$ cat src/rtl/cpu_regs_wb_arbiter_if.sv
// Purpose: bundles the writeback arbiter's request and response signals.
// Ports (signals):
//   alu_valid/alu_rd/alu_d : ALU writeback request; it has no backpressure.
//   mem_valid/mem_rd/mem_d : load writeback request, accepted when mem_ready=1.
//   mem_ready              : combinational load acceptance.
//   rd/d                   : registered cpu_regs write port (rd=0 means no write).
//   stall_req              : pipeline stall while an ALU entry is held.
//   proto_err              : sticky flag for an ALU request that arrived during a stall.
// Modports: master drives the requests; slave is the arbiter.
interface cpu_regs_wb_arbiter_if #(
  parameter int unsigned WIDTH = 32
);
  logic             alu_valid;
  logic [4:0]       alu_rd;
  logic [WIDTH-1:0] alu_d;
  logic             mem_valid;
  logic [4:0]       mem_rd;
  logic [WIDTH-1:0] mem_d;
  logic             mem_ready;
  logic [4:0]       rd;
  logic [WIDTH-1:0] d;
  logic             stall_req;
  logic             proto_err;

  modport master (
    output alu_valid, alu_rd, alu_d, mem_valid, mem_rd, mem_d,
    input  mem_ready, rd, d, stall_req, proto_err
  );

  modport slave (
    input  alu_valid, alu_rd, alu_d, mem_valid, mem_rd, mem_d,
    output mem_ready, rd, d, stall_req, proto_err
  );
endinterface

$ cat src/rtl/cpu_regs_wb_arbiter.sv
// Purpose: merges ALU and load writebacks onto the single cpu_regs write port.
// The ALU cannot be backpressured, so a losing ALU request is parked in a
// one-entry hold buffer and the pipeline is stalled. A waiting load wins after
// STARVE_MAX consecutive denied cycles.
// Ports:
//   clk   : clock, rising edge.
//   n_rst : asynchronous active-low reset.
//   wb    : slave side of cpu_regs_wb_arbiter_if (requests in, write port out).
module cpu_regs_wb_arbiter #(
  parameter int unsigned WIDTH      = 32,
  parameter int unsigned STARVE_MAX = 3
) (
  input logic                  clk,
  input logic                  n_rst,
  cpu_regs_wb_arbiter_if.slave wb
);

  localparam int unsigned RD_W  = 5;
  localparam int unsigned CNT_W = (STARVE_MAX < 1) ? 1 : $clog2(STARVE_MAX + 1);

  logic             hold_valid_q, hold_valid_d;
  logic [RD_W-1:0]  hold_rd_q,    hold_rd_d;
  logic [WIDTH-1:0] hold_d_q,     hold_d_d;
  logic [CNT_W-1:0] starve_cnt_q, starve_cnt_d;
  logic [RD_W-1:0]  rd_q,         rd_d;
  logic [WIDTH-1:0] d_q,          d_d;
  logic             proto_err_q,  proto_err_d;

  logic alu_req;
  logic mem_req;
  logic force_mem;
  logic grant_hold;
  logic grant_alu;
  logic grant_mem;
  logic mem_ready_int;

  // Grant selection and next-state computation.
  always_comb begin
    hold_valid_d  = hold_valid_q;
    hold_rd_d     = hold_rd_q;
    hold_d_d      = hold_d_q;
    starve_cnt_d  = starve_cnt_q;
    rd_d          = '0;
    d_d           = d_q;
    proto_err_d   = proto_err_q;
    grant_hold    = 1'b0;
    grant_alu     = 1'b0;
    grant_mem     = 1'b0;

    // rd=0 requests are no-ops; an ALU request during a hold is dropped.
    alu_req   = wb.alu_valid && !hold_valid_q && (wb.alu_rd != '0);
    mem_req   = wb.mem_valid && (wb.mem_rd != '0);
    force_mem = wb.mem_valid && (starve_cnt_q == CNT_W'(STARVE_MAX));

    if (force_mem && mem_req) begin
      grant_mem = 1'b1;
    end else if (hold_valid_q) begin
      grant_hold = 1'b1;
    end else if (alu_req) begin
      grant_alu = 1'b1;
    end else if (mem_req) begin
      grant_mem = 1'b1;
    end

    mem_ready_int = wb.mem_valid && (grant_mem || (wb.mem_rd == '0));

    if (grant_hold) begin
      rd_d         = hold_rd_q;
      d_d          = hold_d_q;
      hold_valid_d = 1'b0;
    end else if (grant_alu) begin
      rd_d = wb.alu_rd;
      d_d  = wb.alu_d;
    end else if (grant_mem) begin
      rd_d = wb.mem_rd;
      d_d  = wb.mem_d;
    end

    // A live ALU request can only lose to a forced load; park it.
    if (alu_req && !grant_alu) begin
      hold_valid_d = 1'b1;
      hold_rd_d    = wb.alu_rd;
      hold_d_d     = wb.alu_d;
    end

    if (wb.alu_valid && hold_valid_q) begin
      proto_err_d = 1'b1;
    end

    // Count consecutive denied load cycles, saturating.
    if (wb.mem_valid && !mem_ready_int) begin
      if (starve_cnt_q != CNT_W'(STARVE_MAX)) begin
        starve_cnt_d = starve_cnt_q + CNT_W'(1);
      end
    end else begin
      starve_cnt_d = '0;
    end
  end

  // State and output registers.
  always_ff @(posedge clk or negedge n_rst) begin
    if (!n_rst) begin
      hold_valid_q <= 1'b0;
      hold_rd_q    <= '0;
      hold_d_q     <= '0;
      starve_cnt_q <= '0;
      rd_q         <= '0;
      d_q          <= '0;
      proto_err_q  <= 1'b0;
    end else begin
      hold_valid_q <= hold_valid_d;
      hold_rd_q    <= hold_rd_d;
      hold_d_q     <= hold_d_d;
      starve_cnt_q <= starve_cnt_d;
      rd_q         <= rd_d;
      d_q          <= d_d;
      proto_err_q  <= proto_err_d;
    end
  end

  // mem_ready is forced low during reset so no load is accepted then.
  assign wb.mem_ready = mem_ready_int && n_rst;
  assign wb.rd        = rd_q;
  assign wb.d         = d_q;
  assign wb.stall_req = hold_valid_q;
  assign wb.proto_err = proto_err_q;

endmodule

$ cat src/flat_wrapper.sv
// flat-port wrapper written by rule: the top's interface ports become plain ports
module cpu_regs_wb_arbiter_flat 
#(
  parameter int unsigned WIDTH      = 32,
  parameter int unsigned STARVE_MAX = 3
)
  (clk, n_rst, wb_alu_valid, wb_alu_rd, wb_alu_d, wb_mem_valid, wb_mem_rd, wb_mem_d, wb_mem_ready, wb_rd, wb_d, wb_stall_req, wb_proto_err);
  cpu_regs_wb_arbiter_if #(.WIDTH(WIDTH)) wb_i ();
  input logic clk;
  input logic n_rst;
  input wire logic [$bits(wb_i.alu_valid)-1:0] wb_alu_valid;
  input wire logic [$bits(wb_i.alu_rd)-1:0] wb_alu_rd;
  input wire logic [$bits(wb_i.alu_d)-1:0] wb_alu_d;
  input wire logic [$bits(wb_i.mem_valid)-1:0] wb_mem_valid;
  input wire logic [$bits(wb_i.mem_rd)-1:0] wb_mem_rd;
  input wire logic [$bits(wb_i.mem_d)-1:0] wb_mem_d;
  output wire logic [$bits(wb_i.mem_ready)-1:0] wb_mem_ready;
  output wire logic [$bits(wb_i.rd)-1:0] wb_rd;
  output wire logic [$bits(wb_i.d)-1:0] wb_d;
  output wire logic [$bits(wb_i.stall_req)-1:0] wb_stall_req;
  output wire logic [$bits(wb_i.proto_err)-1:0] wb_proto_err;
  assign wb_i.alu_valid = wb_alu_valid;
  assign wb_i.alu_rd = wb_alu_rd;
  assign wb_i.alu_d = wb_alu_d;
  assign wb_i.mem_valid = wb_mem_valid;
  assign wb_i.mem_rd = wb_mem_rd;
  assign wb_i.mem_d = wb_mem_d;
  assign wb_mem_ready = wb_i.mem_ready;
  assign wb_rd = wb_i.rd;
  assign wb_d = wb_i.d;
  assign wb_stall_req = wb_i.stall_req;
  assign wb_proto_err = wb_i.proto_err;
  cpu_regs_wb_arbiter #(.WIDTH(WIDTH), .STARVE_MAX(STARVE_MAX)) u_core (.clk(clk), .n_rst(n_rst), .wb(wb_i));
endmodule
$ cat config.mk
export PLATFORM = sky130hd
export DESIGN_NAME = cpu_regs_wb_arbiter_flat
export DESIGN_NICKNAME = d
export VERILOG_FILES = /design/src/rtl/cpu_regs_wb_arbiter_if.sv /design/src/rtl/cpu_regs_wb_arbiter.sv /design/src/flat_wrapper.sv
export SDC_FILE = /design/constraint.sdc
export NUM_CORES = 1
export LEC_CHECK = 0
export BUFFER_PORTS_ARGS = -buffer_cell sky130_fd_sc_hd__buf_2
export CAP_MARGIN = 15
export CELL_PAD_IN_SITES_DETAIL_PLACEMENT = 1
export CELL_PAD_IN_SITES_GLOBAL_PLACEMENT = 1
export CORE_MARGIN = 4
export CORE_UTILIZATION = 38
export DETAILED_ROUTE_END_ITERATION = 10
export PLACE_DENSITY = 0.9
export RECOVER_POWER = 25
export REMOVE_ABC_BUFFERS = 1
export SLEW_MARGIN = 20
export SYNTH_ARGS = -nofsm -noshare
export SYNTH_HDL_FRONTEND = slang
export SYNTH_SLANG_ARGS = --single-unit
$ cat constraint.sdc
create_clock -name clk -period 4.2 [get_ports clk]
set_clock_uncertainty 0.05 [all_clocks]
set_input_delay 0 -clock clk [delete_from_list [all_inputs] [get_ports clk]]
set_output_delay 0 -clock clk [all_outputs]
set_load 0.02 [all_outputs]
# Word level (Yosys, flattened, before mapping)
# Index checks and enable logic that the tools add are counted.
# word_totals
ff_bits	78
latchBits	0
mem_bits_rw	0
romBits	0
in_bits	78
output_inout_bits	40
word_cells	49
memories	0
# op_classes
n_addsub	1
multipliers	0
n_div	0
order_cmp	0
n_eq_ne	3
n_shift	0
muxes	19
n_bitwise	0
reduce_logical	19
# op_table
operator	count
32-bit two-way mux	3
5-bit two-way mux	3
1-bit two-way mux	11
1-bit logical AND	10
5-bit nonzero test	2
5-bit logical NOT	1
2-bit two-way mux	2
2-bit inequality test (second input constant)	2
1-bit logical NOT	3
3-bit nonzero test	1
2-bit by 1-bit adder with 2-bit output (second input constant)	1
2-bit equality test (second input constant)	1
2-bit nonzero test	1
1-bit logical OR	1

# Depth between registers and ports, before layout
# depth
word_depth	11
depth_mapped	8

# Least setup slack after synthesis
# OpenSTA, ideal clock, no wires.
# synth_path
path_kind	reg-to-output
from	register u_core.hold_valid_q, in the netlist u_core.wb.stall_req
to	output wb_mem_ready
arrival_time_ps	1783
t_required_ps	4150
path_slack_ps	2367
stages_incl_launch_ff	6
n_path_buf	2
cell_sequence	dfrtp_1 or3_1 o22a_1 buf_6 buf_2 a31oi_1
# synth_via
elab_chain_cells	9
# synth_lines
item	line	text
start, declared	cpu_regs_wb_arbiter.sv:21	logic hold_valid_q, hold_valid_d;
start signal, assigned	cpu_regs_wb_arbiter.sv:111	hold_valid_q <= hold_valid_d;
1-bit logical NOT	cpu_regs_wb_arbiter.sv:51	alu_req = wb.alu_valid && !hold_valid_q && (wb.alu_rd != '0);
1-bit logical AND (2 in a row)	cpu_regs_wb_arbiter.sv:51	
1-bit two-way mux	cpu_regs_wb_arbiter.sv:59	end else if (alu_req) begin
1-bit two-way mux (*)	cpu_regs_wb_arbiter.sv:57	end else if (hold_valid_q) begin
1-bit two-way mux (*)	cpu_regs_wb_arbiter.sv:55	if (force_mem && mem_req) begin
1-bit logical OR (*)	cpu_regs_wb_arbiter.sv:65	mem_ready_int = wb.mem_valid && (grant_mem || (wb.mem_rd == '0));
1-bit logical AND (*)	cpu_regs_wb_arbiter.sv:65	
1-bit logical AND (*)	cpu_regs_wb_arbiter.sv:122	assign wb.mem_ready = mem_ready_int && n_rst;
end, declared	flat_wrapper.sv:17	output wire logic [$bits(wb_i.mem_ready)-1:0] wb_mem_ready;
# Mark *: on every way between the ends. The rest lies on a longest branch, timed or not.

# Worst setup path after layout
# layout_path
from	register u_core.hold_valid_q, in the netlist u_core.wb.stall_req
to	register u_core.rd_q[1], in the netlist u_core.wb.rd[1]
# layout_via
elab_chain_cells	9
word_cells_on_any_way	14
cone_classes	11 x mux; 3 x reduce/logical
# layout_lines
item	line	text
1-bit logical NOT	cpu_regs_wb_arbiter.sv:51	
1-bit logical AND (2 in a row)	cpu_regs_wb_arbiter.sv:51	
1-bit two-way mux	cpu_regs_wb_arbiter.sv:59	
1-bit two-way mux	cpu_regs_wb_arbiter.sv:57	
1-bit two-way mux	cpu_regs_wb_arbiter.sv:55	
5-bit two-way mux	cpu_regs_wb_arbiter.sv:74	end else if (grant_mem) begin
5-bit two-way mux	cpu_regs_wb_arbiter.sv:71	end else if (grant_alu) begin
5-bit two-way mux (*)	cpu_regs_wb_arbiter.sv:67	if (grant_hold) begin
net u_core.rd_d[1]	cpu_regs_wb_arbiter.sv:25	logic [RD_W-1:0] rd_q, rd_d;
end signal, assigned	cpu_regs_wb_arbiter.sv:115	rd_q <= rd_d;
end, declared	cpu_regs_wb_arbiter.sv:25	
# The timed path passes the listed nets; every way through them passes the cells marked *.
# A chain may end at the register's enable or synchronous reset.

==> impl_metrics.tcl <==
set metrics [dict create \
    p_int_uw 1451 \
    insertion_delay_ns 0.34 \
    cp_max_fo 44 \
    gp_congestion 0.7562 \
    worstHoldPathCells 3 \
    hold_viol_final 0 \
    drcViolationCount 0 \
    period_share 0.7344 \
    hp-start "wb_mem_d[30]" \
    rsz0062_at_grt "no" \
    fin_crit_ns 3.084 \
    grt_use_total 0.2301 \
    cts_root_buf "clkbuf_8" \
    ys_seq_area_frac 0.4714 \
    dieHeight_um 112.4 \
    min_path_type "in2reg" \
    hold-path-endpoint "u_core.wb.d[30]" \
    powerDensity_nw_per_um2 345.7 \
    hpwl_mm 8.388 \
    grt_max_degree 57 \
    grt_overflow 0 \
    syn_to_final_growth_pct 39.14 \
    crit_arrival_ns 3.26 \
    hold_buffers 80 \
    ys_warn_count 0 \
    required_ns 4.37 \
    final_common_cell "buf_2" \
    dr.pass1.iters 4 \
    die_x_um 112.4 \
    cts_tree "built" \
    rrSetupSlack_ns 1.12 \
    synth_cell_types 37 \
    slew-limit-headroom 0.1303 \
    drt_iter0_markers 197 \
    setup_violations 0 \
    switchingPower_uw 540.4 \
    htreeDepth 3 \
    cts_setup_buffers 0 \
    cp-start-kind "flip-flop" \
    cts_resized 0 \
    p_comb_frac 0.194 \
    via_per_inst 5.590 \
    reg2regPathDepth 6 \
    worstReg2RegEnd "u_core.wb.rd[1]" \
    cp_slowest_cell "dfrtp_2" \
    drive_gt1_frac 0.1987 \
    regArea_sq_um 1953 \
    maxSlewViolCount 0 \
    p_clk_frac 0.379 \
    cp_cell_sequence "or3_1 -> o22a_1 -> buf_4 -> a21oi_2 -> a221o_1 -> dlygate4sd3_1" \
    initial_utilization 0.3957 \
    stdcell_count 765 \
    wl_per_cell_um 18.90 \
    ir_worst_vdd_mv 0.1496 \
    antenna_found_initial 0 \
    multi_input_comb_area_sq_um 1847 \
    synth_cells 458 \
    ant_nets 0 \
    maxCapViolCount 0 \
    power_leakage_uw 0.002550 \
    clock_sinks 78 \
    grt_pass1_wl_mm 23.55 \
    first_global_vias 4645 \
    critPathCaptureType "flip-flop" \
    layout.nets 703 \
    ios 118 \
    cts_buffers 9 \
    diodes 0 \
    outcome "finished clean" \
    portBuffers 117 \
    place_inst 669 \
    synth_area_sq_um 4140 \
    p_sw_frac 0.2714 \
    cp_slowest_stage_delay_ns 0.94 \
    nFillCells 1249 \
    worst-setup-path-type "reg2reg" \
    path_clk_slew_ns 0.08 \
    reg2reg_from "u_core.wb.stall_req" \
    synth_area_per_cell_sq_um 9.040 \
    tightestPinTransition_ns 1.305 \
    final_cell_mix "89 x buf_2, 80 x dlygate4sd3_1, 77 x dfrtp_1" \
    dr_total_vias 4276 \
    routed_wirelength_mm 14.46 \
    design.core.area_sq_um 10460 \
    clk_path_buf_depth 2 \
    die_area_sq_um 12630 \
    ys_ff_latch 78 \
    max_freq_mhz 324.2 \
    rows 37 \
    seqPwrFrac 0.427 \
    tns_ns 0 \
]
==> metal layers <==
| metal | up-vias | part of all wire | track usage |
|---|---|---|---|
| met3 | 26 | 0.045 | 0.03774 |
| li1 | 1977 | - | - |
| met2 | 137 | 0.53 | 0.4243 |
| met4 | 0 | 0.019 | 0.07692 |
| met1 | 2136 | 0.41 | 0.2703 |
| met5 | - | 0 | 0 |
==> state kept, by name, indices dropped and copies added (netlist names) <==
signal	cells
u_core.wb.d	32
u_core.wb.stall_req	1
u_core.starve_cnt_q	2
u_core.wb.rd	5
u_core.hold_rd_q	5
u_core.wb.proto_err	1
u_core.hold_d_q	32
==> synthesized netlist by cell type <==
library cell	count	area share
dfrtp_1	78	0.47
a21oi_1	65	0.079
o21ai_0	61	0.074
inv_1	33	0.030
nand3_1	33	0.040
o211ai_1	33	0.060
nand2b_1	32	0.048
o31ai_1	32	0.058
buf_2	20	0.024
clkbuf_1	18	0.016
a221o_1	4	0.0097
and3_1	4	0.0060
buf_6	4	0.011
nand2_1	4	0.0036
buf_1	3	0.0027
buf_4	3	0.0054
mux2_2	3	0.0082
nor2_1	3	0.0027
o21ai_1	3	0.0036
a21o_1	2	0.0036
a31oi_1	2	0.0030
mux2_1	2	0.0054
or3_1	2	0.0030
a21bo_2	1	0.0024
a21oi_2	1	0.0021
a21oi_4	1	0.0039
ha_1	1	0.0030
nor2b_1	1	0.0015
nor3_1	1	0.0012
nor3b_1	1	0.0018
nor4_1	1	0.0015
nor4b_1	1	0.0021
o21ai_4	1	0.0039
o22a_1	1	0.0021
o22ai_2	1	0.0030
or2_1	1	0.0015
or2_2	1	0.0015
==> logic make-up (layout without fill, tap and decap cells) <==
logic type	after synthesis	after routing	share of synthesized area
buffers and inverters	81	252	0.08945
and+or+nand+nor	85	85	0.1148
muxes	5	5	0.01360
DFF	78	78	0.4714
adders and majority gates	1	1	0.003022
AOI/OAI and AO/OA	208	208	0.3076
==> worst max-delay path, delay by kind of cell (launching register included) <==
| kind | cells | cell delay (ns) |
|---|---|---|
| and+or+nand+nor | 1 | 0.30 |
| DFF | 1 | 0.94 |
| buffers and inverters | 2 | 0.96 |
| AOI/OAI and AO/OA | 3 | 0.70 |
==> power by group through the flow <==
stage / Combinational [uW] / Sequential [uW] / Clock, uW
2_1_floorplan: 132 / 909 / 0
5_1_grt: 423 / 858 / 791
6_report: 387 / 851 / 754
4_1_cts: 392 / 849 / 759
3_5_place_dp: 331 / 864 / 0
3_3_place_gp: 320 / 860 / 0
==> how the worst max path moves through the flow <==
stage,from,to,slack [ns],cells past startpoint
5_1_grt,wb_mem_rd[3],u_core.wb.rd[1],0.91,8
3_3_place_gp,u_core.wb.stall_req,u_core.wb.d[15],1.68,4
3_5_place_dp,u_core.wb.stall_req,u_core.wb.d[6],1.56,4
2_1_floorplan,u_core.wb.stall_req,u_core.hold_rd_q[3],0.53,4
4_1_cts,u_core.wb.stall_req,u_core.wb.rd[2],1.17,6
6_report,u_core.wb.stall_req,u_core.wb.rd[1],1.12,6
==> area by class of cell <==
class	count	share of cell area
multi-input combinational	299	0.3206
tap	136	0.02954
inverter	33	0.02150
clock buffer	10	0.02389
sequential	78	0.3391
timing repair buffer	203	0.2424
clock inverter	6	0.02302
==> through the flow <==
| stage | hold WS (ns) | area (sq um) | total power (uW) | setup WS [ns] | utilization |
|---|---|---|---|---|---|
| 2_1_floorplan | -0.3456 | 3894 | 1041 | 0.5257 | - |
| 3_3_place_gp | -0.1418 | 4727 | 1180 | 1.684 | 0.4518 |
| 3_5_place_dp | -0.1433 | 4727 | 1194 | 1.564 | 0.4518 |
| 4_1_cts | 0.01301 | 5798 | 2000 | 1.169 | 0.5542 |
| 5_1_grt | 0.002088 | 5761 | 2072 | 0.9077 | 0.5506 |
| 6_report | 0.01315 | 5761 | 1992 | 1.116 | 0.5506 |
(Power assumes the default switching activity.)
